`config.mk`:
```
export PLATFORM = sky130hd
export DESIGN_NAME = i2s_audio_tx_flat
export DESIGN_NICKNAME = d
export VERILOG_FILES = /design/src/rtl/audio_pkg.sv /design/src/rtl/i2s_audio_tx_if.sv /design/src/rtl/i2s_clk_gen.sv /design/src/rtl/i2s_audio_tx.sv /design/src/flat_wrapper.sv
export SDC_FILE = /design/constraint.sdc
export NUM_CORES = 1
export LEC_CHECK = 0
export BUFFER_PORTS_ARGS = -buffer_cell sky130_fd_sc_hd__buf_2
export CAP_MARGIN = 20
export CORE_ASPECT_RATIO = 1.1
export CORE_UTILIZATION = 33
export CTS_CLUSTER_DIAMETER = 200
export DETAILED_ROUTE_END_ITERATION = 7
export PLACE_DENSITY_LB_ADDON = 0.15
export SYNTH_ARGS = -nofsm -noshare
export SYNTH_HDL_FRONTEND = slang
export SYNTH_HIERARCHICAL = 1
export SYNTH_SLANG_ARGS = --single-unit
```
`constraint.sdc`:
```
create_clock -name clk -period 7.2 [get_ports clk]
set_input_delay 0.36 -clock clk [delete_from_list [all_inputs] [get_ports clk]]
set_output_delay 0.36 -clock clk [all_outputs]
set_load 0.02 [all_outputs]
```
`src/rtl/audio_pkg.sv`:
```
// Shared audio constants and the I2S slot-to-bit mapping used by the serializer.
package audio_pkg;
  localparam int AUDIO_W      = 16;
  localparam int SLOTS_PER_CH = 32;
  localparam int I2S_DELAY    = 1;
  localparam int SLOT_W       = $clog2(SLOTS_PER_CH);
  localparam int BIT_W        = $clog2(AUDIO_W);

  // Data bit carried in a given slot of one channel; MSB follows the delay slot,
  // everything outside the sample window is padding zero.
  function automatic logic i2s_bit(input logic [AUDIO_W-1:0] smp,
                                   input logic [SLOT_W-1:0]  slot);
    int               k;
    logic [BIT_W-1:0] bi;
    k  = int'(slot) - I2S_DELAY;
    bi = BIT_W'(AUDIO_W - 1 - k);
    return (k >= 0 && k < AUDIO_W) ? smp[bi] : 1'b0;
  endfunction
endpackage

```
`src/rtl/i2s_audio_tx_if.sv`:
```
// Sample inputs from the mixer and the I2S pins toward the DAC.
interface i2s_audio_tx_if;
  import audio_pkg::*;

  logic [AUDIO_W-1:0] audio_in_left;
  logic [AUDIO_W-1:0] audio_in_right;
  logic               mute;
  logic               audio_mclk;
  logic               audio_sck;
  logic               audio_lrck;
  logic               audio_sdin;
  logic               sample_tick;

  modport master (
    output audio_in_left, audio_in_right, mute,
    input  audio_mclk, audio_sck, audio_lrck, audio_sdin, sample_tick
  );

  modport slave (
    input  audio_in_left, audio_in_right, mute,
    output audio_mclk, audio_sck, audio_lrck, audio_sdin, sample_tick
  );
endinterface

```
`src/rtl/i2s_clk_gen.sv`:
```
// Free-running frame counter producing registered MCLK/SCK/LRCK and the capture strobe.
// Outputs are registered from the incremented count so they track the count held this cycle.
module i2s_clk_gen
  import audio_pkg::*;
#(
  parameter int SCK_DIV_LOG2  = 3,
  parameter int MCLK_DIV_LOG2 = 1
) (
  input  logic              clk,
  input  logic              rst,
  output logic              mclk,
  output logic              sck,
  output logic              lrck,
  output logic              capture,
  output logic [SLOT_W-1:0] slot_nxt,
  output logic              lrck_nxt
);
  localparam int F = SCK_DIV_LOG2 + 6;

  logic [F-1:0] div_cnt;
  logic [F-1:0] cnt_nxt;

  assign cnt_nxt  = div_cnt + F'(1);
  assign slot_nxt = cnt_nxt[F-2:SCK_DIV_LOG2];
  assign lrck_nxt = cnt_nxt[F-1];

  always_ff @(posedge clk) begin
    if (rst) begin
      div_cnt <= '0;
      mclk    <= 1'b0;
      sck     <= 1'b0;
      lrck    <= 1'b0;
      capture <= 1'b0;
    end else begin
      div_cnt <= cnt_nxt;
      mclk    <= cnt_nxt[MCLK_DIV_LOG2];
      sck     <= cnt_nxt[SCK_DIV_LOG2-1];
      lrck    <= cnt_nxt[F-1];
      capture <= (cnt_nxt == '1);
    end
  end
endmodule

```
`src/rtl/i2s_audio_tx.sv`:
```
// Stereo I2S transmitter: captures one L/R pair per frame into shadow registers
// and shifts them out MSB-first with the one-slot I2S delay.
module i2s_audio_tx
  import audio_pkg::*;
#(
  parameter int SCK_DIV_LOG2  = 3,
  parameter int MCLK_DIV_LOG2 = 1
) (
  input logic           clk,
  input logic           rst,
  i2s_audio_tx_if.slave bus
);
  logic               mclk;
  logic               sck;
  logic               lrck;
  logic               capture;
  logic [SLOT_W-1:0]  slot_nxt;
  logic               lrck_nxt;
  logic [AUDIO_W-1:0] shadow_l;
  logic [AUDIO_W-1:0] shadow_r;
  logic               sdin;

  i2s_clk_gen #(
    .SCK_DIV_LOG2  (SCK_DIV_LOG2),
    .MCLK_DIV_LOG2 (MCLK_DIV_LOG2)
  ) u_clk_gen (
    .clk      (clk),
    .rst      (rst),
    .mclk     (mclk),
    .sck      (sck),
    .lrck     (lrck),
    .capture  (capture),
    .slot_nxt (slot_nxt),
    .lrck_nxt (lrck_nxt)
  );

  // sdin is computed from the next slot so it moves exactly with SCK's falling edge.
  // The capture cycle always leads into slot 0, so the stale shadow is never shifted.
  always_ff @(posedge clk) begin
    if (rst) begin
      shadow_l <= '0;
      shadow_r <= '0;
      sdin     <= 1'b0;
    end else begin
      if (capture) begin
        shadow_l <= bus.mute ? '0 : bus.audio_in_left;
        shadow_r <= bus.mute ? '0 : bus.audio_in_right;
      end
      sdin <= i2s_bit(lrck_nxt ? shadow_r : shadow_l, slot_nxt);
    end
  end

  assign bus.audio_mclk  = mclk;
  assign bus.audio_sck   = sck;
  assign bus.audio_lrck  = lrck;
  assign bus.audio_sdin  = sdin;
  assign bus.sample_tick = capture;
endmodule

```
`src/flat_wrapper.sv`:
```
// flat-port wrapper written by rule: the top's interface ports become plain ports
module i2s_audio_tx_flat import audio_pkg::*;
#(
  parameter int SCK_DIV_LOG2  = 3,
  parameter int MCLK_DIV_LOG2 = 1
)
  (clk, rst, bus_audio_in_left, bus_audio_in_right, bus_mute, bus_audio_mclk, bus_audio_sck, bus_audio_lrck, bus_audio_sdin, bus_sample_tick);
  i2s_audio_tx_if bus_i ();
  input logic clk;
  input logic rst;
  input wire logic [$bits(bus_i.audio_in_left)-1:0] bus_audio_in_left;
  input wire logic [$bits(bus_i.audio_in_right)-1:0] bus_audio_in_right;
  input wire logic [$bits(bus_i.mute)-1:0] bus_mute;
  output wire logic [$bits(bus_i.audio_mclk)-1:0] bus_audio_mclk;
  output wire logic [$bits(bus_i.audio_sck)-1:0] bus_audio_sck;
  output wire logic [$bits(bus_i.audio_lrck)-1:0] bus_audio_lrck;
  output wire logic [$bits(bus_i.audio_sdin)-1:0] bus_audio_sdin;
  output wire logic [$bits(bus_i.sample_tick)-1:0] bus_sample_tick;
  assign bus_i.audio_in_left = bus_audio_in_left;
  assign bus_i.audio_in_right = bus_audio_in_right;
  assign bus_i.mute = bus_mute;
  assign bus_audio_mclk = bus_i.audio_mclk;
  assign bus_audio_sck = bus_i.audio_sck;
  assign bus_audio_lrck = bus_i.audio_lrck;
  assign bus_audio_sdin = bus_i.audio_sdin;
  assign bus_sample_tick = bus_i.sample_tick;
  i2s_audio_tx #(.SCK_DIV_LOG2(SCK_DIV_LOG2), .MCLK_DIV_LOG2(MCLK_DIV_LOG2)) u_core (.clk(clk), .rst(rst), .bus(bus_i));
endmodule
```
==> Word level (Yosys, flattened, before mapping) <==
Cells that the tools add are included.
{ "op_classes": {"addsub": 3, "magnitude_cmp": 3, "n_eq_ne": 1, "reduce_logical": 2, "muxes": 5, "bitwise_logic": 1} }
{ "ops": {"columns": ["op", "n"], "rows": [
  ["$mux 16", 3],
  ["$add 9x1->9 const B", 1],
  ["$eq 9x9->1 const B", 1],
  ["$ge 6x1->1 const B", 1],
  ["$lt 6x6->1 const B", 1],
  ["$sub 5x1->6 const B", 1],
  ["$lt 4x5->1 const B", 1],
  ["$bmux 1 s4", 1],
  ["$sub 1x4->4 const A", 1],
  ["$reduce_or 2->1", 1],
  ["$logic_and 1x1->1", 1],
  ["$mux 1", 1],
  ["$not 1->1", 1]
]} }
{ "totals": {"ff_bits": 46, "wordCells": 23, "out_inout_bits": 5} }

==> Longest topological paths before layout <==
{ "depth": {"word_depth": 6, "ltp_mapped": 12} }

==> By module <==
The synthesis kept the hierarchy.
{ "by_module_without_submodules": {"columns": ["module", "area_per_inst_um2", "n_inst", "cells_each"], "rows": [
  ["i2s_audio_tx", 1584.0, 1, 176],
  ["i2s_clk_gen", 473.0, 1, 53]
]} }

==> Worst setup path after synthesis <==
OpenSTA, ideal clock, no wires.
{ "synth_timing": {"path_type": "register to register", "start": "reg u_core.u_clk_gen.div_cnt[2]", "end": "reg u_core.sdin, in the netlist u_core/bus.audio_sdin", "slack_ps": 4476, "stages_incl_launch_ff": 13, "required_time_ps": 7142, "path_buffers": 3, "t_arrival_ps": 2666, "period_less_slack_ps": 2724, "setup_ps": 58, "path_cell_list": "dfxtp_1 -> nand3_1 -> xor2_1 -> inv_1 -> buf_4 -> buf_6 -> buf_6 -> inv_1 -> ha_1 -> xor2_1 -> mux4_2 -> mux2i_1 -> o211a_1"} }
{ "synth_via": {"elab_chain_len": 6} }
{ "synth_rtl": {"columns": ["element", "line_no", "text"], "rows": [
  ["start: declaration", "i2s_clk_gen.sv:20", "logic [F-1:0] div_cnt;"],
  ["start signal: assignment", "i2s_clk_gen.sv:35", "div_cnt <= cnt_nxt;"],
  ["$add 9x1->9 *", "i2s_clk_gen.sv:23", "assign cnt_nxt = div_cnt + F'(1);"],
  ["via u_core.u_clk_gen.cnt_nxt[3]", "i2s_clk_gen.sv:21", "logic [F-1:0] cnt_nxt;"],
  ["$sub 5x1->6 *", "audio_pkg.sv:15", "k = int'(slot) - I2S_DELAY;"],
  ["parallel branches: the longest is 4 deep, another holds $sub 1x4->4", null, null],
  ["end signal: assignment", "i2s_audio_tx.sv:49", "sdin <= i2s_bit(lrck_nxt ? shadow_r : shadow_l, slot_nxt);"],
  ["end: declaration", "i2s_audio_tx.sv:21", "logic sdin;"]
]} }
Mark *: on every way through the listed nets, which the timed path passes. The select of a mux whose other input is x is not followed.
A chain may end at the register's enable or synchronous reset.

==> Final worst setup path <==
{ "layout_timing": {"start": "reg u_core.u_clk_gen.div_cnt[2]", "end": "reg u_core.sdin, in the netlist u_core/bus.audio_sdin"} }
{ "layout_via": {"elab_chain_len": 6} }
{ "layout_rtl": {"columns": ["element", "line_no", "text"], "rows": [
  ["$add 9x1->9 *", "i2s_clk_gen.sv:23", null],
  ["via u_core.slot_nxt[0]", "i2s_audio_tx.sv:17", "logic [SLOT_W-1:0] slot_nxt;"],
  ["$sub 5x1->6 *", "audio_pkg.sv:15", null],
  ["parallel branches: the longest is 4 deep, another holds $sub 1x4->4", null, null]
]} }
Marks and branches as above.

==> flow_summary.json <==
{
  "pin_count": 40,
  "period_minus_slack_ns": 3.07,
  "critical_path_class": "flip-flop to flip-flop",
  "row_count": 29,
  "finish.utilization_pct": 40.8,
  "wire_per_inst_um": 13.3,
  "clock_latency_ns": 0.29,
  "drc_errors": 0,
  "hold_class": "input pin to flip-flop",
  "gr-total-overflow": 0,
  "r2r_slack_ns": 4.13,
  "antennaDiodeCount": 0,
  "placedCellCount": 329,
  "ant_nets": 0,
  "worstPathArrival_ns": 3.31,
  "cts_tree": "done",
  "finalPower_uw": 483,
  "grt_setup_unrepaired": "no",
  "routed_wl_mm": 4.48,
  "cts_hold_buf": 0,
  "dp_hpwl_mm": 3.08,
  "final_cell_mix": "dfxtp_1, buf_2, nor2_1",
  "avgSynthCellArea_um2": 8.98,
  "grt_max_degree": 43,
  "hold_depth": 3,
  "final_area_mm2": 0.00240,
  "layout_commonest_cell": "dfxtp_1",
  "drt_iter0_markers": 121,
  "relSlewSlack_pct": 45.8,
  "cts-htree-levels": 2,
  "vdd_drop_max_v": 0.000106,
  "area_growth_pct": 16.7,
  "initial_utilization_pct": 35.0,
  "yosysTopAreaCell": "dfxtp_1",
  "drive_above_1_share_pct": 22.7,
  "chipWidth_um": 77.3,
  "setup_viol": 0,
  "tns_ns": 0,
  "tightestPinTransition_ns": 0.813,
  "synth.area.top_cells": "dfxtp_1, nor2b_1, a21oi_1, nor2_1, mux2i_1",
  "critPathMaxFanout": 18,
  "via_count": 1590,
  "worstHoldEndpoint": "u_core/shadow_r[7]$_SDFFE_PP0P_",
  "synth-warning-count": 6,
  "cts.sinks": 43,
  "placed_area_mm2": 0.00226,
  "setup.worst_path.start_class": "flip-flop",
  "fmax_mhz": 326,
  "ys_types": 34,
  "period_share_pct": 42.6,
  "first_pass_iters": 4,
  "vias_per_cell": 4.72,
  "antenna_found_initial": 0,
  "clk_pin_slew_ns": 0.08,
  "final_hold_viol_count": 0,
  "die_area_mm2": 0.00655,
  "fin_cells": 337,
  "crit-reg2reg-capture": "u_core/bus.audio_sdin$_SDFF_PP0_",
  "fin_skew_ns": 0.00410,
  "synth_fp_nets": 267,
  "ys_seq_elements": 43,
  "syn_area_mm2": 0.00206,
  "drv_cap": 0,
  "run_status": "completed",
  "core-area_mm2": 0.00588,
  "post_cts.repair.setup_buffers": 0,
  "numCtsBuffers": 5,
  "worst_setup_path_end_kind": "flip-flop",
  "fin_nets": 297,
  "gp_congestion": 0.765,
  "grt_usage_pct": 14.6,
  "grt_pass1_wl_mm": 7.37,
  "min-delay-start": "bus_audio_in_right[7]",
  "seq_area_frac_synth_pct": 41.8,
  "die_y_um": 84.8,
  "powerDensity_mw_per_mm2": 201,
  "clock_path_buffers": 2,
  "synth_top_cell_area_share_pct": 41.8,
  "grt_pass1_vias": 1562,
  "critPathRequiredTime_ns": 7.44,
  "cts-root-buf": "clkbuf_8",
  "port_buffers": 39,
  "synth_cells": 229,
  "crit-reg2reg-launch": "u_core/u_clk_gen/div_cnt[2]$_SDFF_PP0_",
  "cts_resized": 0,
  "drv_slew": 0,
  "ff2ff_path_depth": 9,
  "p_leak_nw": 1.02
}
==> cells in the mapped netlist <==
library cell	n
a21o_1	1
a21oi_1	34
a221oi_2	1
a22oi_1	1
and3_4	1
and4b_1	1
buf_4	5
buf_6	2
clkbuf_1	11
dfxtp_1	43
ha_1	3
inv_1	7
mux2i_1	14
mux4_1	1
mux4_2	4
nand2_1	4
nand2b_1	1
nand3_1	4
nand3_2	1
nand3b_1	1
nand4_1	1
nand4bb_1	1
nor2_1	38
nor2b_1	34
nor3_1	1
o211a_1	1
o21ai_0	2
o21bai_1	1
o31ai_1	1
or3_1	1
or3_4	1
or4_4	1
xnor2_1	3
xor2_1	3
==> routing by layer <==
layer	vias up	GRT usage, %	wire length [µm]
met5	-	0	0
met3	2	3.59	153
met2	31	23.7	2190
li1	824	-	-
met4	0	5.15	38
met1	733	18.8	2100
==> per-stage QoR <==
stage          setup slack, ns  hold slack, ns
6_report                  4.13           0.289
3_3_place_gp              4.23           0.460
4_1_cts                   4.11           0.279
3_5_place_dp              4.15           0.465
5_1_grt                   3.87           0.274
2_1_floorplan             4.48           0.440
==> worst max-delay path, cell delays in order (launching register included) <==
cell and delay (ns):
dfxtp_1 0.42, nand3_1 0.11, xor2_1 0.18, inv_1 0.61, inv_1 0.10, ha_1 0.26
xor2_1 0.47, mux4_2 0.56, mux2i_1 0.14, o211a_1 0.15
==> report_power, final <==
| group | leakage [nW] | switching, mW | total, mW | internal, mW |
|---|---|---|---|---|
| Clock | 0.0644 | 0.0834 | 0.222 | 0.138 |
| Sequential | 0.347 | 0.00184 | 0.241 | 0.239 |
| Combinational | 0.612 | 0.0107 | 0.0204 | 0.00969 |
| Total | 1.02 | 0.0960 | 0.483 | 0.387 |
==> area by class of cell <==
| class | count | area (µm²) |
|---|---|---|
| clock buffer | 5 | 68.8 |
| clock inverter | 3 | 67.6 |
| fill | 616 | 3480 |
| inverter | 7 | 26.3 |
| multi-input combinational | 161 | 1070 |
| sequential | 43 | 861 |
| tap | 77 | 96.3 |
| timing repair buffer | 41 | 210 |
==> sequential cells by signal, summed over array words and instances, names as in the netlist <==
signal and flops:
u_core/u_clk_gen/div_cnt 8, u_core/shadow_l 16, u_core/u_clk_gen/capture 1, u_core/shadow_r 16, u_core/bus.audio_sdin 1, u_core/u_clk_gen/lrck 1
==> logic make-up (layout without fill, tap and decap cells) <==
kind of cell | after synthesis | count (layout) | synth area share [%]
simple gates | 91 | 91 | 23.7
flops | 43 | 43 | 41.8
compound gates | 42 | 42 | 11.4
buf+inv | 25 | 56 | 6.20
mux | 19 | 19 | 12.5
xor+xnor | 6 | 6 | 2.56
fa+ha+maj | 3 | 3 | 1.83
==> worst max path at each step <==
stage                                                 from                                to  slack (ns)  cells past startpoint
floorplan           u_core/u_clk_gen/div_cnt[2]$_SDFF_PP0_  u_core/bus.audio_sdin$_SDFF_PP0_        4.48                     12
global placement    u_core/u_clk_gen/div_cnt[2]$_SDFF_PP0_  u_core/bus.audio_sdin$_SDFF_PP0_        4.23                      9
detailed placement  u_core/u_clk_gen/div_cnt[2]$_SDFF_PP0_  u_core/bus.audio_sdin$_SDFF_PP0_        4.15                      9
CTS                 u_core/u_clk_gen/div_cnt[2]$_SDFF_PP0_  u_core/bus.audio_sdin$_SDFF_PP0_        4.11                      9
global route        u_core/u_clk_gen/div_cnt[2]$_SDFF_PP0_  u_core/bus.audio_sdin$_SDFF_PP0_        3.87                      9
finish              u_core/u_clk_gen/div_cnt[2]$_SDFF_PP0_  u_core/bus.audio_sdin$_SDFF_PP0_        4.13                      9
Power figures use the tool's default switching activity.
